===== src/rtl/pipeline_pkg.sv =====
// Shared pipeline types for the write-back stage:
// bundle layout, halt encoding and stage state.
package pipeline_pkg;

    localparam int DATA_W   = 24;
    localparam int REG_AW   = 4;
    localparam int BUNDLE_W = 60;
    localparam int CNT_W    = 16;

    localparam int ALU_LSB  = 0;
    localparam int ALU_W    = 24;
    localparam int MEM_LSB  = 24;
    localparam int MEM_W    = 24;
    localparam int RC_LSB   = 48;
    localparam int RC_W     = 4;
    localparam int RW_BIT   = 52;
    localparam int M2R_BIT  = 53;
    localparam int OPC_LSB  = 54;
    localparam int OPC_W    = 4;
    localparam int OPT_LSB  = 58;
    localparam int OPT_W    = 2;

    localparam logic [1:0] HALT_OPTYPE = 2'b11;
    localparam logic [3:0] HALT_OPCODE = 4'hF;

    typedef enum logic [1:0] {
        IDLE   = 2'd0,
        HOLD   = 2'd1,
        HALTED = 2'd2
    } wb_state_t;

    typedef struct packed {
        logic [OPT_W-1:0]  op_type;
        logic [OPC_W-1:0]  op_code;
        logic              mem_to_reg;
        logic              reg_write;
        logic [RC_W-1:0]   rc;
        logic [MEM_W-1:0]  mem_data;
        logic [ALU_W-1:0]  alu_data;
    } wb_bundle_t;

endpackage


===== src/rtl/writeback_stage_if.sv =====
// Write-back stage port bundle: upstream bundle handshake,
// register-file write port, forwarding tap and status.
interface writeback_stage_if;
    import pipeline_pkg::*;

    logic                en;
    logic [BUNDLE_W-1:0] bundleIn;
    logic                bundleValid;
    logic                rfReady;
    logic                stallOut;
    logic                rfWe;
    logic [REG_AW-1:0]   rfAddr;
    logic [DATA_W-1:0]   rfData;
    logic                fwdValid;
    logic [REG_AW-1:0]   fwdRc;
    logic [DATA_W-1:0]   fwdData;
    logic [CNT_W-1:0]    retireCount;
    logic                haltOut;

    modport master (
        output en, bundleIn, bundleValid, rfReady,
        input  stallOut, rfWe, rfAddr, rfData,
        input  fwdValid, fwdRc, fwdData,
        input  retireCount, haltOut
    );

    modport slave (
        input  en, bundleIn, bundleValid, rfReady,
        output stallOut, rfWe, rfAddr, rfData,
        output fwdValid, fwdRc, fwdData,
        output retireCount, haltOut
    );

endinterface


===== src/rtl/wb_bundle_unpack.sv =====
// Splits the memory-stage bundle and picks the
// write-back value (memory data vs ALU result).
module wb_bundle_unpack
    import pipeline_pkg::*;
(
    input  logic [BUNDLE_W-1:0] bundle,
    output logic [REG_AW-1:0]   rc,
    output logic                reg_write,
    output logic [DATA_W-1:0]   sel_data,
    output logic                is_halt
);

    wb_bundle_t b;

    always_comb begin
        b         = wb_bundle_t'(bundle);
        rc        = b.rc;
        reg_write = b.reg_write;
        sel_data  = b.mem_to_reg ? b.mem_data : b.alu_data;
        is_halt   = (b.op_type == HALT_OPTYPE) &&
                    (b.op_code == HALT_OPCODE);
    end

endmodule


===== src/rtl/writeback_stage.sv =====
// Final pipeline stage: one-entry holding register in front
// of the register-file write port, with forwarding and halt.
module writeback_stage
    import pipeline_pkg::*;
(
    input  logic              clk,
    input  logic              rst,
    writeback_stage_if.slave  bus
);

    wb_state_t          state_q, state_d;
    logic               we_q, we_d;
    logic [REG_AW-1:0]  rc_q, rc_d;
    logic [DATA_W-1:0]  data_q, data_d;
    logic               halt_q, halt_d;
    logic               halt_out_q, halt_out_d;
    logic [CNT_W-1:0]   cnt_q, cnt_d;

    logic [REG_AW-1:0]  up_rc;
    logic               up_wr;
    logic [DATA_W-1:0]  up_data;
    logic               up_halt;

    logic               stall;
    logic               accept;
    logic               retire;

    wb_bundle_unpack u_unpack (
        .bundle    (bus.bundleIn),
        .rc        (up_rc),
        .reg_write (up_wr),
        .sel_data  (up_data),
        .is_halt   (up_halt)
    );

    // we_q is only ever set while in HOLD, so it doubles as
    // the "held entry writes" qualifier everywhere below.
    always_comb begin
        stall  = (state_q == HALTED) ||
                 (state_q == HOLD && we_q && !bus.rfReady);
        accept = bus.en && bus.bundleValid && !stall;
        retire = (state_q == HOLD) && (!we_q || bus.rfReady);
    end

    always_comb begin
        state_d    = state_q;
        we_d       = we_q;
        rc_d       = rc_q;
        data_d     = data_q;
        halt_d     = halt_q;
        halt_out_d = halt_out_q;
        cnt_d      = cnt_q;
        if (retire) begin
            cnt_d = cnt_q + CNT_W'(1);
        end
        unique case (state_q)
            IDLE, HOLD: begin
                if (retire && halt_q) begin
                    state_d    = HALTED;
                    halt_out_d = 1'b1;
                end
                if (retire || state_q == IDLE) begin
                    if (accept && !(retire && halt_q)) begin
                        state_d = HOLD;
                        we_d    = up_wr;
                        rc_d    = up_wr ? up_rc : '0;
                        data_d  = up_wr ? up_data : '0;
                        halt_d  = up_halt;
                    end else begin
                        if (!(retire && halt_q)) begin
                            state_d = IDLE;
                        end
                        we_d   = 1'b0;
                        rc_d   = '0;
                        data_d = '0;
                        halt_d = 1'b0;
                    end
                end
            end
            HALTED: begin
                we_d = 1'b0;
            end
            default: begin
                state_d = IDLE;
                we_d    = 1'b0;
                rc_d    = '0;
                data_d  = '0;
                halt_d  = 1'b0;
            end
        endcase
    end

    always_ff @(posedge clk or negedge rst) begin
        if (!rst) begin
            state_q    <= IDLE;
            we_q       <= 1'b0;
            rc_q       <= '0;
            data_q     <= '0;
            halt_q     <= 1'b0;
            halt_out_q <= 1'b0;
            cnt_q      <= '0;
        end else begin
            state_q    <= state_d;
            we_q       <= we_d;
            rc_q       <= rc_d;
            data_q     <= data_d;
            halt_q     <= halt_d;
            halt_out_q <= halt_out_d;
            cnt_q      <= cnt_d;
        end
    end

    assign bus.stallOut    = stall;
    assign bus.rfWe        = we_q;
    assign bus.rfAddr      = rc_q;
    assign bus.rfData      = data_q;
    assign bus.fwdValid    = we_q;
    assign bus.fwdRc       = rc_q;
    assign bus.fwdData     = data_q;
    assign bus.retireCount = cnt_q;
    assign bus.haltOut     = halt_out_q;

endmodule


===== src/flat_wrapper.sv =====
// flat-port wrapper written by rule: the top's interface ports become plain ports
module writeback_stage_flat import pipeline_pkg::*;
  (clk, rst, bus_en, bus_bundleIn, bus_bundleValid, bus_rfReady, bus_stallOut, bus_rfWe, bus_rfAddr, bus_rfData, bus_fwdValid, bus_fwdRc, bus_fwdData, bus_retireCount, bus_haltOut);
  writeback_stage_if bus_i ();
  input  logic clk;
  input  logic rst;
  input wire logic [$bits(bus_i.en)-1:0] bus_en;
  input wire logic [$bits(bus_i.bundleIn)-1:0] bus_bundleIn;
  input wire logic [$bits(bus_i.bundleValid)-1:0] bus_bundleValid;
  input wire logic [$bits(bus_i.rfReady)-1:0] bus_rfReady;
  output wire logic [$bits(bus_i.stallOut)-1:0] bus_stallOut;
  output wire logic [$bits(bus_i.rfWe)-1:0] bus_rfWe;
  output wire logic [$bits(bus_i.rfAddr)-1:0] bus_rfAddr;
  output wire logic [$bits(bus_i.rfData)-1:0] bus_rfData;
  output wire logic [$bits(bus_i.fwdValid)-1:0] bus_fwdValid;
  output wire logic [$bits(bus_i.fwdRc)-1:0] bus_fwdRc;
  output wire logic [$bits(bus_i.fwdData)-1:0] bus_fwdData;
  output wire logic [$bits(bus_i.retireCount)-1:0] bus_retireCount;
  output wire logic [$bits(bus_i.haltOut)-1:0] bus_haltOut;
  assign bus_i.en = bus_en;
  assign bus_i.bundleIn = bus_bundleIn;
  assign bus_i.bundleValid = bus_bundleValid;
  assign bus_i.rfReady = bus_rfReady;
  assign bus_stallOut = bus_i.stallOut;
  assign bus_rfWe = bus_i.rfWe;
  assign bus_rfAddr = bus_i.rfAddr;
  assign bus_rfData = bus_i.rfData;
  assign bus_fwdValid = bus_i.fwdValid;
  assign bus_fwdRc = bus_i.fwdRc;
  assign bus_fwdData = bus_i.fwdData;
  assign bus_retireCount = bus_i.retireCount;
  assign bus_haltOut = bus_i.haltOut;
  writeback_stage u_core (.clk(clk), .rst(rst), .bus(bus_i));
endmodule

===== config.mk =====
export PLATFORM = sky130hd
export DESIGN_NAME = writeback_stage_flat
export DESIGN_NICKNAME = d
export VERILOG_FILES = /design/src/rtl/pipeline_pkg.sv /design/src/rtl/writeback_stage_if.sv /design/src/rtl/wb_bundle_unpack.sv /design/src/rtl/writeback_stage.sv /design/src/flat_wrapper.sv
export SDC_FILE = /design/constraint.sdc
export NUM_CORES = 1
export LEC_CHECK = 0
export BUFFER_PORTS_ARGS = -buffer_cell sky130_fd_sc_hd__buf_2
export CAP_MARGIN = 20
export CORE_ASPECT_RATIO = 1.1
export CORE_MARGIN = 1
export CORE_UTILIZATION = 45
export CTS_BUF_LIST = sky130_fd_sc_hd__clkbuf_2
export CTS_CLUSTER_SIZE = 20
export DETAILED_ROUTE_END_ITERATION = 7
export PLACE_DENSITY = 0.82
export SLEW_MARGIN = 20
export SYNTH_ARGS = -nofsm -noshare
export SYNTH_HDL_FRONTEND = slang
export SYNTH_SLANG_ARGS = --single-unit
export TNS_END_PERCENT = 50

===== constraint.sdc =====
create_clock -name clk -period 1.7 [get_ports clk]
set_input_delay 0.085 -clock clk [delete_from_list [all_inputs] [get_ports clk]]
set_output_delay 0.085 -clock clk [all_outputs]
set_load 0.02 [all_outputs]

## Yosys cells after proc, flatten, opt, wreduce, memory -nomap -nowiden

Cells that the tools add are included.

- Word-level logic and storage cells: 53
- Bits in registers: 49

- Add/subtract/negate cells: 1
- Equality and inequality tests: 5
- Mux-type cells: 20
- Reduce and logical (&&, ||, !) cells: 19
- Bitwise gates (word level): 1

Operator list:

| cell | count |
|---|---|
| $mux W24 | 4 |
| $pmux W24 S2 | 1 |
| $add A16 B1 Y16 const B | 1 |
| $mux W4 | 3 |
| $logic_and A1 B1 Y1 | 8 |
| $mux W2 | 4 |
| $pmux W4 S2 | 1 |
| $mux W1 | 5 |
| $eq A2 B2 Y1 const B | 2 |
| $eq A4 B4 Y1 const B | 1 |
| $logic_not A1 Y1 | 4 |
| $pmux W2 S2 | 1 |
| $reduce_and A2 Y1 | 2 |
| $logic_or A1 B1 Y1 | 3 |
| $eq A2 B1 Y1 const B | 1 |
| $logic_not A2 Y1 | 1 |
| $ne A2 B1 Y1 const B | 1 |
| $pmux W1 S2 | 1 |
| $reduce_or A2 Y1 | 1 |
| $not A1 Y1 | 1 |

## Longest topological paths before layout

- Depth after elaboration: 10
- Depth in mapped cells: 7
- Mapped depth without buffers: 5

## Modules after synthesis

Synthesis repeated with hierarchy kept, for this count alone.

- Cells, all modules: 215
- Area, all modules: 2652.5 um2

Modules (own cells, without submodules):

| module | area each (um2) | times used | cells each |
|---|---|---|---|
| writeback_stage | 2204.6 | 1 | 180 |
| wb_bundle_unpack | 447.9 | 1 | 35 |

## Worst setup path after synthesis

Ideal clock, no wire load.

- Kind: reg2reg
- Start point: register u_core.we_q, in the netlist u_core.bus.fwdValid
- End point: register u_core.cnt_q[15], in the netlist u_core.bus.retireCount[15]
- Cell stages (with the launch flop): 6
- Data arrival time: 1.401 ns
- Period minus slack after synthesis: 1.529 ns
- Slack: 0.171 ns
- Path buffers: 1
- Cell sequence: dfrtp_1 -> nor2b_1 -> buf_4 -> nor4_4 -> nand4_1 -> xnor2_1

- Cells in the longest elaborated chain, start to end: 3

Ends and longest elaborated chain:

| what | line | text |
|---|---|---|
| start: declaration | writeback_stage.sv:12 | `logic we_q, we_d;` |
| start signal: assignment | writeback_stage.sv:104 | `we_q <= we_d;` |
| $logic_not A1 Y1 | writeback_stage.sv:42 | `retire = (state_q == HOLD) && (!we_q \|\| bus.rfReady);` |
| $logic_or A1 B1 Y1 | writeback_stage.sv:42 |  |
| $logic_and A1 B1 Y1 | writeback_stage.sv:42 |  |
| end signal: assignment | writeback_stage.sv:109 | `cnt_q <= cnt_d;` |
| end: declaration | writeback_stage.sv:17 | `logic [CNT_W-1:0] cnt_q, cnt_d;` |

No other way between the ends.
A chain may end at the register's enable or synchronous reset.

## Final worst setup path

- Start point: register u_core.state_q[1]
- End point: register u_core.cnt_q[15], in the netlist u_core.bus.retireCount[15]

- Cells in the longest elaborated chain, start to end: 2

Ends and longest elaborated chain:

| what | line | text |
|---|---|---|
| start: declaration | writeback_stage.sv:11 | `wb_state_t state_q, state_d;` |
| start signal: assignment | writeback_stage.sv:103 | `state_q <= state_d;` |
| $eq A2 B1 Y1 | writeback_stage.sv:42 |  |
| $logic_and A1 B1 Y1 | writeback_stage.sv:42 |  |

No other way between the ends.

==> flow_metrics.py <==
metrics = {
    "status": {
        "status": "completed",
    },
    "global_routing": {
        "grt_use_total": 0.249,
        "grt_pass1_vias": 2228,
        "antenna_found_initial": 0,
        "grt_pass1_wl_um": 10900,
        "grt_max_degree": 32,
        "overflow": 0,
    },
    "layout": {
        "layout.nets": 446,
        "area_delta_synth_final_pct": 52.2,
        "multiInputGateArea_um2": 956,
        "antennaDiodeCount": 0,
        "post-route-util": 0.728,
        "final_cell_mix": "139 x buf_2, 57 x dlygate4sd3_1, 47 x dfrtp_1, 24 x mux2i_1, 24 x o2bb2ai_1",
        "final_common_cell": "buf_2",
        "drive_gt1_frac": 0.446,
        "fillers": 353,
        "seq_area_um2": 1230,
        "stdcell_area_um2": 3710,
    },
    "drt": {
        "ant_nets": 0,
        "drt-pass1-iter-count": 4,
        "wirelength_met1_um": 2930,
        "drt-total-wl_um": 7040,
        "vias_per_cell": 4.96,
        "via_count": 2249,
        "initialDrtViolationCount": 122,
        "wire_per_inst_um": 15.5,
        "top_layer": "met4",
        "drc_errors": 0,
        "dr_wl_met2_um": 3600,
        "wl_met3_um": 436,
    },
    "yosys": {
        "ys_ff_latch": 49,
        "synth_edf_count": 0,
        "netlist_instances": 202,
        "yosysSeqAreaShare": 0.503,
        "netlist.area_leader.share": 0.503,
        "synth_area_um2": 2440,
        "yosys_warnings": 0,
        "yosysUniqueCellTypes": 33,
        "synth_flop_cell": "dfrtp_1",
        "synthTopCellsByArea": "dfrtp_1 50%, mux2i_1 9.8%, buf_4 9.5%, o2bb2ai_1 8.6%, xnor2_1 3.9%",
        "synth_nets": 268,
        "async_flop_share": 1.00,
        "yosysTopAreaCell": "dfrtp_1",
        "avgSynthCellArea_um2": 12.1,
    },
    "clock_network": {
        "cts_root_buffer": "clkbuf_2",
        "clock_latency_ns": 0.41,
        "cts_max_path_buffers": 2,
        "numCtsBuffers": 5,
        "cts_tree": "built",
        "cts.clk_slew.worst_paths_ns": 0.24,
        "clock-sinks": 49,
        "htreeDepth": 2,
    },
    "sta": {
        "finClkSkew_ns": 0.0212,
        "fin_crit_sh": 0.966,
        "setup_viol": 0,
        "min_period_ns": 1.64,
        "layout_setup_ws_ns": 0.0585,
        "holdWs_ns": 0.0913,
        "setup_tns_ns": 0,
        "tightest_slew_ns": 0.461,
        "hold_viol_final": 0,
        "slew_headroom": 0.693,
        "rsz0062_at_grt": "false",
        "timing.fmax_mhz": 609,
        "slew_violations": 0,
    },
    "placement": {
        "pre_cts_ws_ns": -0.272,
        "globalplace.congestion": 0.757,
        "port_buffers": 140,
        "placed_area_um2": 3030,
        "dp_hpwl_um": 4170,
    },
    "floorplan": {
        "die_height_um": 79.2,
        "die_x_um": 72.2,
        "die-area_um2": 5720,
        "ios": 141,
        "num_rows": 27,
        "core_um2": 5100,
        "start_util": 0.478,
    },
    "pwr": {
        "peakVddDrop_uv": 374,
        "power.density_nw_per_um2": 551,
        "leakagePower_nw": 1.95,
    },
    "critical_path": {
        "worstReg2RegEnd": "u_core.bus.retireCount[15]$_DFFE_PN0N_",
        "reg2reg_depth": 5,
        "setup.worst_path.class": "flop to flop",
        "r2r-start": "u_core.state_q[1]$_DFFE_PN0N_",
        "cp_cell_sequence": "buf_4 -> nand2b_4 -> nor4_4 -> nand4_1 -> xnor2_1",
        "required_ns": 2.01,
        "critical_path_arrival_ns": 1.96,
        "end_kind": "flop",
        "path_max_fanout": 8,
        "start_kind": "flop",
        "crit_slowest_cell": "dfrtp_2",
        "slowest_delay_ns": 0.46,
        "ff2ff_setup_slack_ns": 0.06,
    },
    "hold_path": {
        "min_from": "bus_bundleIn[58]",
        "holdPathStages": 5,
        "min_to": "u_core.halt_q$_DFFE_PN0P_",
        "holdCritPathClass": "input port to flop",
    },
    "flow_run": {
        "maxCapViolCount": 0,
    },
}
## cell type report
| cell class | instances | area share |
|---|---|---|
| clock buffers | 5 | 0.00674 |
| multi-input cells | 114 | 0.257 |
| flip-flops and latches | 49 | 0.331 |
| clock inverters | 3 | 0.00337 |
| repair buffers | 210 | 0.377 |
| well taps | 72 | 0.0243 |
## stage by stage
step           power (mW)  cells
2_1_floorplan        1.36    202
3_3_place_gp         1.48    381
3_5_place_dp         1.49    381
4_1_cts              2.04    448
5_1_grt              2.14    453
6_report             2.04    453
## report_power, final
| part | leakage, nW | switching (mW) | total [mW] | internal, mW |
|---|---|---|---|---|
| sequential | 0.650 | 0.0156 | 1.20 | 1.19 |
| clock | 0.0278 | 0.353 | 0.443 | 0.0903 |
| combinational | 1.27 | 0.172 | 0.399 | 0.227 |
## per-layer routing
metal,GRT usage,up-vias
li1,-,1064
met2,0.434,105
met5,0,-
met4,0.0608,0
met3,0.0495,8
met1,0.316,1072
## synthesized netlist by cell type (4+ instances only)
master,instances
xor2_1,4
nand3_1,7
o2bb2ai_1,24
buf_4,31
mux2i_1,24
a22o_1,4
buf_2,6
dfrtp_1,49
nand2_1,9
nand4_1,6
xnor2_1,11
## cells by family (layout without fill, tap and decap cells)
kind of cell | Yosys count | after routing | share of synthesized area
AOI/OAI and AO/OA | 35 | 35 | 0.117
xor gates and xnor gates | 15 | 15 | 0.0538
adders and majority gates | 1 | 1 | 0.00513
buffers and inverters | 39 | 218 | 0.114
DFF | 49 | 49 | 0.503
muxes | 25 | 25 | 0.103
and+or+nand+nor | 38 | 38 | 0.104
## worst max-delay path, delay by kind of cell, from the launching register on
family,cells,cell delay [ns]
and+or+nand+nor,3,0.76
DFF,1,0.46
buffers and inverters,1,0.16
xor gates and xnor gates,1,0.16
## state kept, by name, summed over array words and instances, names as in the netlist
register                count
u_core.state_q              2
u_core.bus.fwdData         24
u_core.bus.haltOut          1
u_core.bus.fwdValid         1
u_core.bus.retireCount     16
u_core.halt_q               1
u_core.bus.fwdRc            4
## worst max-delay path by stage
stage	to	cells past startpoint	start	slack [ns]
after floorplan	u_core.bus.retireCount[15]$_DFFE_PN0N_	5	u_core.bus.fwdValid$_DFFE_PN0P_	0.17
after CTS	bus_stallOut	4	u_core.state_q[0]$_DFFE_PN0N_	0.02
after global routing	u_core.bus.retireCount[10]$_DFFE_PN0N_	5	u_core.bus.retireCount[0]$_DFFE_PN0N_	0.004
after global placement	u_core.bus.fwdRc[0]$_DFFE_PN0P_	5	u_core.bus.fwdValid$_DFFE_PN0P_	-0.11
after detailed placement	u_core.bus.fwdRc[2]$_DFFE_PN0P_	5	u_core.bus.fwdValid$_DFFE_PN0P_	-0.27
final	u_core.bus.retireCount[15]$_DFFE_PN0N_	5	u_core.state_q[1]$_DFFE_PN0N_	0.06
## repair_timing
action,4_1_cts,5_1_grt
buffers inserted,3,4
hold buffers,56,1
cloned,0,0
endpoints found under the hold margin,78,1
gates resized for setup,6,1
setup endpoints to repair,33,3
Power figures use the tool's default switching activity.
